## src/rtl/seq_divider.sv

```systemverilog
// Iterative restoring divider for RV32 DIV/DIVU/REM/REMU.
// One shift-and-subtract step per cycle for N cycles, then one sign-fix cycle.
module seq_divider #(
   parameter int N = 32
) (
   input  logic         clk,
   input  logic         rst,
   input  logic         start,
   input  logic [1:0]   op,
   input  logic [N-1:0] dividend,
   input  logic [N-1:0] divisor,
   output logic         busy,
   output logic         done,
   output logic [N-1:0] result
);

   localparam int CW = (N > 1) ? $clog2(N) : 1;
   localparam logic [CW-1:0] LAST = CW'(N - 1);
   localparam logic [N-1:0]  MIN_NEG = {1'b1, {(N-1){1'b0}}};

   typedef enum logic [1:0] {
      IDLE = 2'd0,
      ITER = 2'd1,
      FIX  = 2'd2
   } state_t;

   state_t state, state_nxt;

   logic                load, step, finish;
   logic [CW-1:0]       cnt;
   logic [N:0]          r;
   logic [N-1:0]        q;
   logic [N-1:0]        dvs_mag;
   logic [N-1:0]        dvd_raw;
   logic                rem_sel, qneg, rneg, dbz, ovf;
   logic [N+1:0]        r_sh;
   logic signed [N+1:0] trial;

   function automatic logic [N-1:0] neg(input logic [N-1:0] v);
      return (~v) + {{(N-1){1'b0}}, 1'b1};
   endfunction

   function automatic logic [N-1:0] mag(input logic [N-1:0] v, input logic is_signed);
      return (is_signed && v[N-1]) ? neg(v) : v;
   endfunction

   // Special cases take priority over the iterated quotient/remainder.
   function automatic logic [N-1:0] fix_result(
      input logic         sel_rem,
      input logic         f_dbz,
      input logic         f_ovf,
      input logic         f_qneg,
      input logic         f_rneg,
      input logic [N-1:0] qv,
      input logic [N-1:0] rv,
      input logic [N-1:0] dvd
   );
      if (f_dbz)
         return sel_rem ? dvd : {N{1'b1}};
      if (f_ovf)
         return sel_rem ? {N{1'b0}} : MIN_NEG;
      if (sel_rem)
         return f_rneg ? neg(rv) : rv;
      return f_qneg ? neg(qv) : qv;
   endfunction

   // One extra guard bit keeps the trial subtraction sign-correct for any divisor.
   assign r_sh  = {r, q[N-1]};
   assign trial = $signed(r_sh) - $signed({2'b00, dvs_mag});

   always_ff @(posedge clk or posedge rst) begin
      if (rst)
         state <= IDLE;
      else
         state <= state_nxt;
   end

   always_comb begin
      state_nxt = state;
      case (state)
         IDLE:    if (start) state_nxt = ITER;
         ITER:    if (cnt == LAST) state_nxt = FIX;
         FIX:     state_nxt = IDLE;
         default: state_nxt = IDLE;
      endcase
   end

   always_comb begin
      load   = 1'b0;
      step   = 1'b0;
      finish = 1'b0;
      case (state)
         IDLE:    load   = start;
         ITER:    step   = 1'b1;
         FIX:     finish = 1'b1;
         default: ;
      endcase
   end

   always_ff @(posedge clk or posedge rst) begin
      if (rst) begin
         busy    <= 1'b0;
         done    <= 1'b0;
         result  <= '0;
         cnt     <= '0;
         r       <= '0;
         q       <= '0;
         dvs_mag <= '0;
         dvd_raw <= '0;
         rem_sel <= 1'b0;
         qneg    <= 1'b0;
         rneg    <= 1'b0;
         dbz     <= 1'b0;
         ovf     <= 1'b0;
      end else begin
         done <= 1'b0;
         if (load) begin
            busy    <= 1'b1;
            rem_sel <= op[1];
            dvd_raw <= dividend;
            dvs_mag <= mag(divisor, !op[0]);
            q       <= mag(dividend, !op[0]);
            r       <= '0;
            cnt     <= '0;
            qneg    <= !op[0] && (dividend[N-1] ^ divisor[N-1]);
            rneg    <= !op[0] && dividend[N-1];
            dbz     <= (divisor == '0);
            ovf     <= !op[0] && (dividend == MIN_NEG) && (divisor == {N{1'b1}});
         end else if (step) begin
            cnt <= cnt + CW'(1);
            if (!trial[N+1]) begin
               r <= trial[N:0];
               q <= {q[N-2:0], 1'b1};
            end else begin
               r <= r_sh[N:0];
               q <= {q[N-2:0], 1'b0};
            end
         end else if (finish) begin
            result <= fix_result(rem_sel, dbz, ovf, qneg, rneg, q, r[N-1:0], dvd_raw);
            done   <= 1'b1;
            busy   <= 1'b0;
         end
      end
   end

endmodule

```

## config.mk

```make
export PLATFORM = sky130hd
export DESIGN_NAME = seq_divider
export DESIGN_NICKNAME = d
export VERILOG_FILES = /design/src/rtl/seq_divider.sv
export SDC_FILE = /design/constraint.sdc
export NUM_CORES = 1
export LEC_CHECK = 0
export CAP_MARGIN = 20
export CORE_MARGIN = 2
export CORE_UTILIZATION = 44
export DETAILED_ROUTE_END_ITERATION = 6
export SYNTH_ARGS = -nofsm -noshare
export SYNTH_HDL_FRONTEND = slang
export SYNTH_SLANG_ARGS = --single-unit
```

## constraint.sdc

```tcl
create_clock -name clk -period 7.5 [get_ports clk]
set_clock_uncertainty 0.1 [all_clocks]
set_input_delay 1.125 -clock clk [delete_from_list [all_inputs] [get_ports clk]]
set_output_delay 1.125 -clock clk [all_outputs]
set_load 0.03 [all_outputs]
```

---- Word level (Yosys, flattened, before mapping) ----
Cells that the tools add are included.
cells by class
  add/subtract/negate cells ............... 6
  equal/unequal tests ..................... 8
  reductions and logical operators ........ 13
  multiplexer cells ....................... 47
  bitwise logic cells ..................... 7
operators by type and width
  cell                                           number
  two-way mux 32 bit                             14
  adder 32 x 1 -> 32 bit, second input constant  4
  NOT 32 bit                                     4
  two-way mux 33 bit                             3
  == test 32 bit, second input constant          2
  subtractor 34 x 33 -> 34 bit                   1
  zero test 32 bit                               1
  two-way mux 1 bit                              25
  two-way mux 5 bit                              2
  != test 2 bit, second input constant           3
  adder 5 x 1 -> 5 bit, second input constant    1
  == test 5 bit, second input constant           1
  logical AND 1 bit                              5
  two-way mux 2 bit                              2
  one-hot mux 2 bit (2 select lines)             1
  AND reduction 2 bit                            2
  nonzero test 2 bit                             2
  AND reduction 3 bit                            1
  == test 2 x 1 -> 1 bit, second input constant  1
  == test 2 bit, second input constant           1
  zero test 2 bit                                1
  NOT 1 bit                                      2
  zero test 1 bit                                1
  XOR 1 bit                                      1
storage, ports and cells
  register bits after elaboration ......... 175
  bits of input ports ..................... 69

---- Logic depth before layout (Yosys ltp) ----
Gate-level depths: netlist of the first run.
  word-level depth ........................ 17
  depth in mapped cells ................... 14

---- Worst setup path after synthesis of the first run ----
OpenSTA, ideal clock, no wires.
  kind .................................... input-to-reg
  start ................................... in divisor[8]
  end ..................................... reg dvs_mag[21]
  data required time ...................... 7.267 ns
  arrival time ............................ 3.206 ns
  stages .................................. 8
  setup time .............................. 0.133 ns
  path buffers ............................ 0
  path slack .............................. 4.061 ns
  cells stage by stage .................... or4_4 nor4_1 nand2_1 or3_1 or2_2 o41ai_1 xor2_1 o21ai_0
on the way
  cells in the longest elaborated chain, start to end .. 3
ends and longest elaborated chain
  element                 line  text
  start: declaration      11    input logic [N-1:0] divisor,
  NOT 32 bit              40    return (~v) + {{(N-1){1'b0}}, 1'b1};
  adder 32 x 1 -> 32 bit  40
  two-way mux 32 bit      44    return (is_signed && v[N-1]) ? neg(v) : v;
  end signal: assignment  121   dvs_mag <= mag(divisor, !op[0]);
  end: declaration        33    logic [N-1:0] dvs_mag;
Every way passes these cells.
A chain may end at the register's enable or synchronous reset.

---- Worst setup path in the final report of the first run ----
  start ................................... in dividend[2]
  end ..................................... reg q[30]
on the way
  cells in the longest elaborated chain, start to end .. 4
ends and longest elaborated chain
  element                 line  text
  start: declaration      10    input logic [N-1:0] dividend,
  NOT 32 bit              40
  adder 32 x 1 -> 32 bit  40
  two-way mux 32 bit      44
  two-way mux 32 bit      117   if (load) begin
  end signal: assignment  122   q <= mag(dividend, !op[0]);
  end signal: assignment  133   q <= {q[N-2:0], 1'b1};
  end signal: assignment  136   q <= {q[N-2:0], 1'b0};
  end: declaration        32    logic [N-1:0] q;
Every way passes these cells.

==> summary.txt, run 1 <==
Main synth FF type = dfrtp_1
n_diodes = 0
Hold Violations, Final = 0
Final Max Tran Viols = 0
Yosys cell types = 69
Area after DPL = 0.0134 mm2
initial DRC count = 1168
max frequency = 252 MHz
Cells after Synth = 1548
setup TNS = 0 ps
worst hold path class = flip-flop to flip-flop
actual slew at the worst max-slew pin = 1100 ps
Via-to-Cell Ratio = 5.91
fraction of registers with async set/reset = 100%
Hold-fix buffers, CTS = 0
critical path class = primary input to flip-flop
CP max FO = 6
hpwl dp = 28.4 mm
Clock Root Buffer = clkbuf_16
max_slew headroom = 27.0%
Worst Path Buf+Inv = 2
Area growth, synth to finish = 15.7%
Setup crit start kind = primary input
top cell family by delay on the critical path = simple AND/OR/NAND/NOR gates
hold_ws = 376 ps
First-pass DRT Iterations = 5
worst skew pair latency = 450 ps
Site Rows = 60
CP Data Required Time = 7760 ps
pin count of the biggest net entering global routing = 98
GRT overflow = 0
net count after synthesis = 1657
initial antenna violation count = 0
vias after detailed routing = 11507
Syn Area/Cell = 7.82 um2
placed cell count = 1916
postcts setup bufs = 0
height of the die = 170 um
crit-path max cell delay = 560 ps
gpl congestion = 0.888
crit-path cells = clkdlybuf4s50_1 > nor4_1 > and3_1 > inv_1 > nor3b_1 > nand3_1 > o41ai_1 > xnor2_1 > nor2_1 > a31oi_1
remaining antenna violation count after routing = 0
Clock transition at path regs = 100 ps
Final Core Density = 51.9%
CTS tree = built
sequential-to-total area share from yosys stat = 36.2%
PortBufs = 102
Die ar. = 0.0288 mm2
fin area = 0.0140 mm2
synthesis-stage register bit count = 175
Period minus WS final = 3970 ps
area of the core = 0.0270 mm2
Final Setup Violations = 0
number of synthesized flops with an enable pin = 0
Crit path arrival time = 4230 ps
Final nets = 1703
period utilization = 52.9%
Cell Area, Synth = 0.0121 mm2
Power Density = 485 mW/mm2
CTS H-tree lvls = 4
DR WL/cell = 20.3 um
post-CTS resize count = 0
Critical Path Slowest Stage Cell = nor3b_1
Leak = 5.89 nW
final routed DRC violation total = 0
VDD IR max = 255 uV
global-route wire length before repair = 62.3 mm
deepest clock path buffer count = 2
Ports = 103
status = finished clean
Die Width = 170 um
most frequent cells in the layout = nand2_1, dfrtp_1, o21ai_0
nature of the critical path endpoint = flip-flop
total track usage = 28.0%
share of cells above drive strength 1 = 4.67%
Cell Count, Final, Fillers Out = 1948
vias in the first global route = 10848
commonest non-fill, non-tap cell in the layout = nand2_1
cts bufs inserted = 17
CTS sink cnt = 175
synth warn = 0
initial core utilization = 44.9%
Max-Cap Viols = 0
RSZ-0062 raised after global routing = false
Total Wirelength = 39.5 mm
-- cell type report --
| cell class | instances | area, um2 |
|---|---|---|
| Clock inverter | 15 | 216 |
| Fill cell | 2643 | 12900 |
| Timing Repair Buffer | 120 | 1160 |
| Clock buffer | 17 | 425 |
| Tap cell | 341 | 427 |
| Inverter | 63 | 241 |
| Multi-Input combinational cell | 1217 | 7160 |
| Sequential cell | 175 | 4380 |
-- report_power, final --
part	total (mW)	switching, mW	internal, mW	leakage (nW)
logic	3.95	2.37	1.57	3.45
registers	1.87	0.515	1.36	2.14
clock network	0.971	0.502	0.469	0.307
total	6.79	3.39	3.40	5.89
-- metrics by stage --
stage                     setup WS (ps)  total power [mW]
after floorplan                    1530              4.64
after global placement             3200              5.72
after detailed placement           3110              5.76
after CTS                          3570              6.75
after global routing               3270              7.35
final                              3530              6.79
-- routing by layer --
metal / up-vias / track usage, % / part of all wire (%)
li1: 5534 / - / -
met1: 5477 / 41.6 / 47
met2: 433 / 39.6 / 41
met3: 63 / 5.95 / 8.0
met4: 0 / 10.6 / 3.5
met5: - / 0 / 0
-- worst register-to-register path: stages (launching register included) --
cell	delay (ps)
dfrtp_1	500
ha_1	330
nor2b_1	160
o2111ai_1	190
a2111oi_0	600
o31a_1	280
nor2_1	110
o221ai_1	280
or3_1	160
and2_1	460
buf_4	370
o211ai_1	150
-- final timing paths --
| check | slack, ps | startpoint | cells after the start | to |
|---|---|---|---|---|
| max reg2reg | 3690 | r[0]$_DFFE_PP0P_ | 11 | r[20]$_DFFE_PP0P_ |
| max in group asynchronous | 4920 | rst | 3 | dvs_mag[7]$_DFFE_PP0P_ |
| min | 380 | dvd_raw[22]$_DFFE_PP0P_ | 2 | dvd_raw[22]$_DFFE_PP0P_ |
| max | 3530 | dividend[2] | 10 | q[30]$_DFFE_PP0P_ |
| min reg2reg | 380 | dvd_raw[22]$_DFFE_PP0P_ | 2 | dvd_raw[22]$_DFFE_PP0P_ |
| min in group asynchronous | 1030 | rst | 2 | r[15]$_DFFE_PP0P_ |
-- state kept, by name (all words and copies together), names as in the netlist, 2 cells and up --
register  flops
dvd_raw      32
r            33
dvs_mag      32
q            32
state         2
result       32
cnt           5
-- cells by family (layout without fill, tap and decap cells) --
kind of cell / after synthesis / after routing / synth area share, %
and+or+nand+nor: 622 / 622 / 23.2
adders and majority gates: 40 / 40 / 4.20
DFF: 175 / 175 / 36.2
buffers and inverters: 156 / 215 / 4.88
AOI/OAI and AO/OA: 411 / 411 / 21.1
xor gates and xnor gates: 141 / 141 / 10.2
muxes: 3 / 3 / 0.248
-- synth_stat cells (all sizes together) (4+ instances only) --
library cell	n	area [um2]
o211ai	38	285
o22ai	8	50.1
xor2	53	464
o21bai	5	37.5
nand2	342	1280
nor2b	6	37.5
ha	39	488
o41ai	11	96.3
nor3b	5	42.5
clkbuf	82	308
a21o	15	113
a21oi	91	459
nor3	27	135
o21ai	131	659
and2	4	25.0
nor2	99	372
nand3	20	100
nand2b	9	56.3
a221oi	8	70.1
a211oi	4	30.0
xnor2	88	771
nor4	14	87.6
or3	18	119
inv	62	233
a31oi	34	213
and3	11	68.8
o2111ai	6	52.6
o311ai	5	43.8
or4	10	93.8
or2	6	37.5
nand3b	5	37.5
o21a	7	52.6
o31ai	26	195
nand4	39	244
dfrtp	175	4380
buf	11	46.3
Power figures use the tool's default switching activity.
==> run 2, diff against run 1 <==
--- a/config.mk
+++ b/config.mk
@@ -9,6 +9,7 @@
 export CORE_MARGIN = 2
 export CORE_UTILIZATION = 44
 export DETAILED_ROUTE_END_ITERATION = 6
+export PLACE_DENSITY = 0.66
 export SYNTH_ARGS = -nofsm -noshare
 export SYNTH_HDL_FRONTEND = slang
 export SYNTH_SLANG_ARGS = --single-unit
==> constraint.sdc (replaced) <==
create_clock -name clk -period 3.32 [get_ports clk]
set_clock_uncertainty 0.1 [all_clocks]
set_input_delay 0.498 -clock clk [delete_from_list [all_inputs] [get_ports clk]]
set_output_delay 0.498 -clock clk [all_outputs]
set_load 0.03 [all_outputs]
==> run 2 against run 1 <==
Effect of this change: worst hold slack improved by 4.3 ps; largest cell class unchanged; non-clock buffer count rose by 94; clock-buffer cell count did not move.
==> summary.txt, run 2 (synthesis gave the netlist of run 1 again) <==
status = finished clean
Site Rows = 60
total track usage = 27.7%
vias in the first global route = 11285
Area growth, synth to finish = 22.8%
initial antenna violation count = 0
Final Setup Violations = 0
DR WL/cell = 19.4 um
CTS H-tree lvls = 4
Design Power = 16.4 mW
Worst Path Buf+Inv = 2
Clock Root Buffer = clkbuf_16
Metal-1 WL = 18.1 mm
combinational fraction of design power = 62.0%
area of the core = 0.0270 mm2
most frequent cells in the layout = nand2_1, dfrtp_1, o21ai_0
pin count of the biggest net entering global routing = 98
Clock transition at path regs = 90 ps
CP Data Required Time = 3550 ps
max frequency = 307 MHz
CTS tree = built
Hold Violations, Final = 0
GRT overflow = 0
DR WL met3 = 3.04 mm
Leak = 6.39 nW
crit-path max cell delay = 380 ps
Die Width = 170 um
CP max FO = 31
Clock power frac = 13.5%
CTS sink cnt = 175
height of the die = 170 um
hold_sp = dvd_raw[5]$_DFFE_PP0P_
top cell family by delay on the critical path = compound AO/OA/AOI/OAI gates
commonest non-fill, non-tap cell in the layout = nand2_1
deepest clock path buffer count = 2
Register Area = 0.00438 mm2
period utilization = 98.1%
Total Wirelength = 39.6 mm
final routed DRC violation total = 0
pre-CTS WS = -56.7 ps
gpl congestion = 0.957
Via-to-Cell Ratio = 5.85
setup TNS = 0 ps
actual slew at the worst max-slew pin = 976 ps
Period minus WS final = 3260 ps
Seq pwr share = 24.5%
global-route wire length before repair = 62.2 mm
P_int = 8.37 mW
largest reg by FF count = r
Max-Cap Viols = 0
hpwl dp = 29.7 mm
worst skew pair latency = 450 ps
critical path class = flip-flop to flip-flop
Final Max Tran Viols = 0
Switching Share = 48.9%
RSZ-0062 raised after global routing = true
met2 routed WL = 17.7 mm
Crit path arrival time = 3480 ps
cts bufs inserted = 17
Hold-fix buffers, CTS = 0
share of cells above drive strength 1 = 10.6%
PortBufs = 102
initial core utilization = 44.9%
Worst Setup SP = r[2]$_DFFE_PP0P_
reg2reg start = r[2]$_DFFE_PP0P_
switching power total = 8.00 mW
nature of the critical path endpoint = flip-flop
remaining antenna violation count after routing = 0
Ports = 103
Fill cells = 2581
initial DRC count = 1147
top sig layer = met5
vias after detailed routing = 11948
crit-path cells = ha_1 > a21o_1 > a21oi_2 > a2111oi_1 > buf_4 > o31a_1 > nor2_1 > o221ai_1 > or3_4 > and2_1 > buf_12 > o311ai_1
postcts setup bufs = 0
Largest register FFs = 33
worst hold path class = flip-flop to flip-flop
Power Density = 1100 mW/mm2
Worst Slack Setup Final = 62.6 ps
VDD IR max = 517 uV
Critical Path Slowest Stage Cell = dfrtp_1
max_slew headroom = 34.9%
First-pass DRT Iterations = 5
Die ar. = 0.0288 mm2
Setup crit start kind = flip-flop
n_diodes = 0
footprint of the multi-input gates = 0.00723 mm2
hold_ws = 380 ps
Final nets = 1797
Final Core Density = 55.2%
-- run 2: timing repair --
action / CTS / global route
setup endpoints to repair: 2 / 32
pin swaps: 1 / 1
gates resized for setup: 2 / 14
-- run 2: area by class of cell --
cell class / count / share of cell area [%]
clock buffers: 17 / 2.86
clock inverters: 15 / 1.60
inverters: 63 / 1.62
multi-input cells: 1217 / 48.6
flip-flops and latches: 175 / 29.5
well taps: 341 / 2.87
repair buffers: 214 / 13.0
-- run 2: worst paths after layout --
path	endpoint	slack (ps)	cells past startpoint
setup / recovery	r[2]$_DFFE_PP0P_	60	12
hold / removal	dvd_raw[5]$_DFFE_PP0P_	380	2
setup reg to reg	r[2]$_DFFE_PP0P_	60	12
hold reg to reg	dvd_raw[5]$_DFFE_PP0P_	380	2
max in group asynchronous	dvs_mag[0]$_DFFE_PP0P_	2220	3
min in group asynchronous	r[32]$_DFFE_PP0P_	450	3
-- run 2: worst reg2reg max path, cell delays in order (launching register included) --
cell	delay, ps
dfrtp_1	380
ha_1	330
a21o_1	210
a21oi_2	200
a2111oi_1	110
buf_4	160
o31a_1	300
nor2_1	150
o221ai_1	170
or3_4	370
and2_1	190
buf_12	170
o311ai_1	280
-- run 2: per-stage QoR --
stage               cell area (um2)  std cells
finish                        14900       2042
global route                  14900       2042
CTS                           14800       2042
detailed placement            14100       2010
global placement              14100       2010
floorplan                     12100       1548
-- run 2: power groups by stage --
stage               Clock, mW  Sequential [mW]  Combinational [mW]
floorplan                   0             3.85                6.64
global placement            0             3.98                9.59
detailed placement          0             4.02                9.76
CTS                      2.22             3.98                9.87
global route             2.31             4.12                11.2
finish                   2.21             4.02                10.1
-- run 2: per-layer routing --
metal,vias to the layer above,GRT usage [%]
met5,-,2.43
met4,2,6.65
met3,48,5.79
met2,421,42.3
met1,5742,40.0
li1,5735,-
==> run 3, diff against run 2 <==
--- a/config.mk
+++ b/config.mk
@@ -5,10 +5,10 @@
 export SDC_FILE = /design/constraint.sdc
 export NUM_CORES = 1
 export LEC_CHECK = 0
-export CAP_MARGIN = 20
 export CORE_MARGIN = 2
 export CORE_UTILIZATION = 44
 export DETAILED_ROUTE_END_ITERATION = 6
+export GPL_TIMING_DRIVEN = 0
 export PLACE_DENSITY = 0.66
 export SYNTH_ARGS = -nofsm -noshare
 export SYNTH_HDL_FRONTEND = slang
==> constraint.sdc (replaced) <==
create_clock -name clk -period 2.8 [get_ports clk]
set_clock_uncertainty 0.1 [all_clocks]
set_input_delay 0.42 -clock clk [delete_from_list [all_inputs] [get_ports clk]]
set_output_delay 0.42 -clock clk [all_outputs]
set_load 0.03 [all_outputs]
==> run 3 against run 2 <==
Effect of this change: the run now ends with negative setup slack left; final area grew 6.3%; register-to-register slack lost 380 ps; critical path depth grew 1; clock-buffer cell count is the same; critical path type unchanged; clock power grew 9%; setup slack lost 380 ps; via count grew 5.7%; final cell count grew 1.7%; worst hold slack lost 210 ps.
==> summary.txt, run 3 (synthesis gave the netlist of run 1 again) <==
share of cells above drive strength 1 = 16.0%
initial core utilization = 44.9%
vias in the first global route = 11837
Cell Count, Final, Fillers Out = 2076
cts bufs inserted = 17
Leak = 6.52 nW
most frequent CP cell = inv_2
Final Max Tran Viols = 0
Setup crit start kind = flip-flop
largest reg by FF count = r
Ports = 103
DR WL/cell = 21.4 um
Hold Violations, Final = 0
Largest register FFs = 33
Site Rows = 60
fin area = 0.0158 mm2
Fill cells = 2378
Area growth, synth to finish = 30.5%
Area after DPL = 0.0138 mm2
First-pass DRT Iterations = 7
initial DRC count = 1357
crit-path cells = inv_2 > ha_4 > inv_2 > fa_2 > a21o_1 > o21a_1 > o2111ai_2 > and2_4 > o311ai_4 > a311oi_2 > a211o_1 > nand4_1 > a32o_1
Clock transition at path regs = 80 ps
remaining antenna violation count after routing = 0
n_diodes = 0
CP max FO = 3
pin count of the biggest net entering global routing = 42
Period minus WS final = 3110 ps
Total Wirelength = 44.5 mm
period utilization = 111%
Worst Slack Setup Final = -314 ps
Crit path arrival time = 3350 ps
worst skew pair latency = 440 ps
placed cell count = 1996
pre-CTS WS = -903 ps
critical path class = flip-flop to flip-flop
Critical Path Slowest Stage Cell = dfrtp_1
crit-path max cell delay = 410 ps
CTS sink cnt = 175
commonest non-fill, non-tap cell in the layout = nand2_1
Register Area = 0.00441 mm2
Clock Root Buffer = clkbuf_16
nature of the critical path endpoint = flip-flop
Final Setup Violations = 49
RSZ-0062 raised after global routing = true
deepest clock path buffer count = 2
Die Width = 170 um
footprint of the multi-input gates = 0.00819 mm2
Die ar. = 0.0288 mm2
initial antenna violation count = 1
Power Density = 1340 mW/mm2
max frequency = 321 MHz
Via-to-Cell Ratio = 6.09
Max-Cap Viols = 0
area of the core = 0.0270 mm2
PortBufs = 102
gpl congestion = 0.978
status = finished, violations left
actual slew at the worst max-slew pin = 991 ps
most frequent cells in the layout = nand2_1, dfrtp_1, o21ai_0
total track usage = 30.5%
Final Core Density = 58.6%
hpwl dp = 32.4 mm
Final nets = 1831
GRT overflow = 0
worst hold path class = primary input to async pin
VDD IR max = 586 uV
top cell family by delay on the critical path = compound AO/OA/AOI/OAI gates
max_slew headroom = 33.9%
vias after detailed routing = 12635
height of the die = 170 um
CTS H-tree lvls = 4
CP Data Required Time = 3030 ps
Worst Path Buf+Inv = 2
global-route wire length before repair = 67.7 mm
final routed DRC violation total = 0
CTS tree = built
failing checks = negative setup slack
## run 3: changes by cell type in the layout (fill, tap and decap cells not counted), sizes merged, moves of 3 or more
| cell | previous run | this run |
|---|---|---|
| buf | 112 | 68 |
| clkinvlp | 1 | 5 |
| clkdlybuf4s50 | 102 | 92 |
| dlymetal6s2s | 0 | 7 |
| clkinv | 10 | 4 |
| clkbuf | 17 | 96 |
| inv | 66 | 69 |
## run 3: final cells by class
type | count | area share [%]
Multi-Input combinational cell | 1218 | 51.9
Sequential cell | 175 | 27.9
Timing Repair Buffer | 159 | 9.81
Tap cell | 341 | 2.70
Clock buffer | 17 | 2.69
Buffer | 88 | 2.59
Inverter | 63 | 1.52
Clock inverter | 15 | 0.935
## run 3: worst register-to-register path, delay by kind of cell (launching register included)
| family | cells | cell delay (ps) |
|---|---|---|
| compound gates | 7 | 1580 |
| fa+ha+maj | 2 | 490 |
| buf+inv | 2 | 130 |
| flops | 1 | 410 |
| simple gates | 2 | 330 |
## run 3: through the flow
step	power, mW	hold WS, ps	TNS, ps
after floorplan	12.8	340	-1520
after global placement	15.9	357	-307460
after detailed placement	16.2	359	-39940
after CTS	19.8	171	-8450
after global routing	22.6	177	-14600
final	21.2	166	-9520
## run 3: path summary, 6_finish.rpt
check / startpoint / to / slack, ps / cells after the start
setup / recovery: q[31]$_DFFE_PP0P_ / r[30]$_DFFE_PP0P_ / -310 / 13
hold / removal: rst / dvs_mag[22]$_DFFE_PP0P_ / 170 / 2
setup reg to reg: q[31]$_DFFE_PP0P_ / r[30]$_DFFE_PP0P_ / -310 / 13
hold reg to reg: dvs_mag[2]$_DFFE_PP0P_ / dvs_mag[2]$_DFFE_PP0P_ / 380 / 2
max in group asynchronous: rst / q[20]$_DFFE_PP0P_ / 1490 / 5
min in group clk: divisor[1] / dvs_mag[1]$_DFFE_PP0P_ / 230 / 3
## run 3: layer usage
metal | global-route usage [%] | wire length (um)
met1 | 44.3 | 19500
met5 | 0 | 0
met2 | 45.3 | 19100
met3 | 7.98 | 4910
met4 | 7.73 | 968
## run 3: repair_timing
item                                    in CTS  in global routing
cloned                                       1                  2
gates resized for setup                    124                118
endpoints found under the setup margin      65                 70
pin swaps                                   50                 61
hold buffers                                 0                  0
buffers inserted                            39                 11
## run 3: where the power goes
| part | internal (mW) | switching (mW) |
|---|---|---|
| Sequential | 3.67 | 1.55 |
| Combinational | 5.77 | 7.84 |
| Clock | 1.19 | 1.21 |
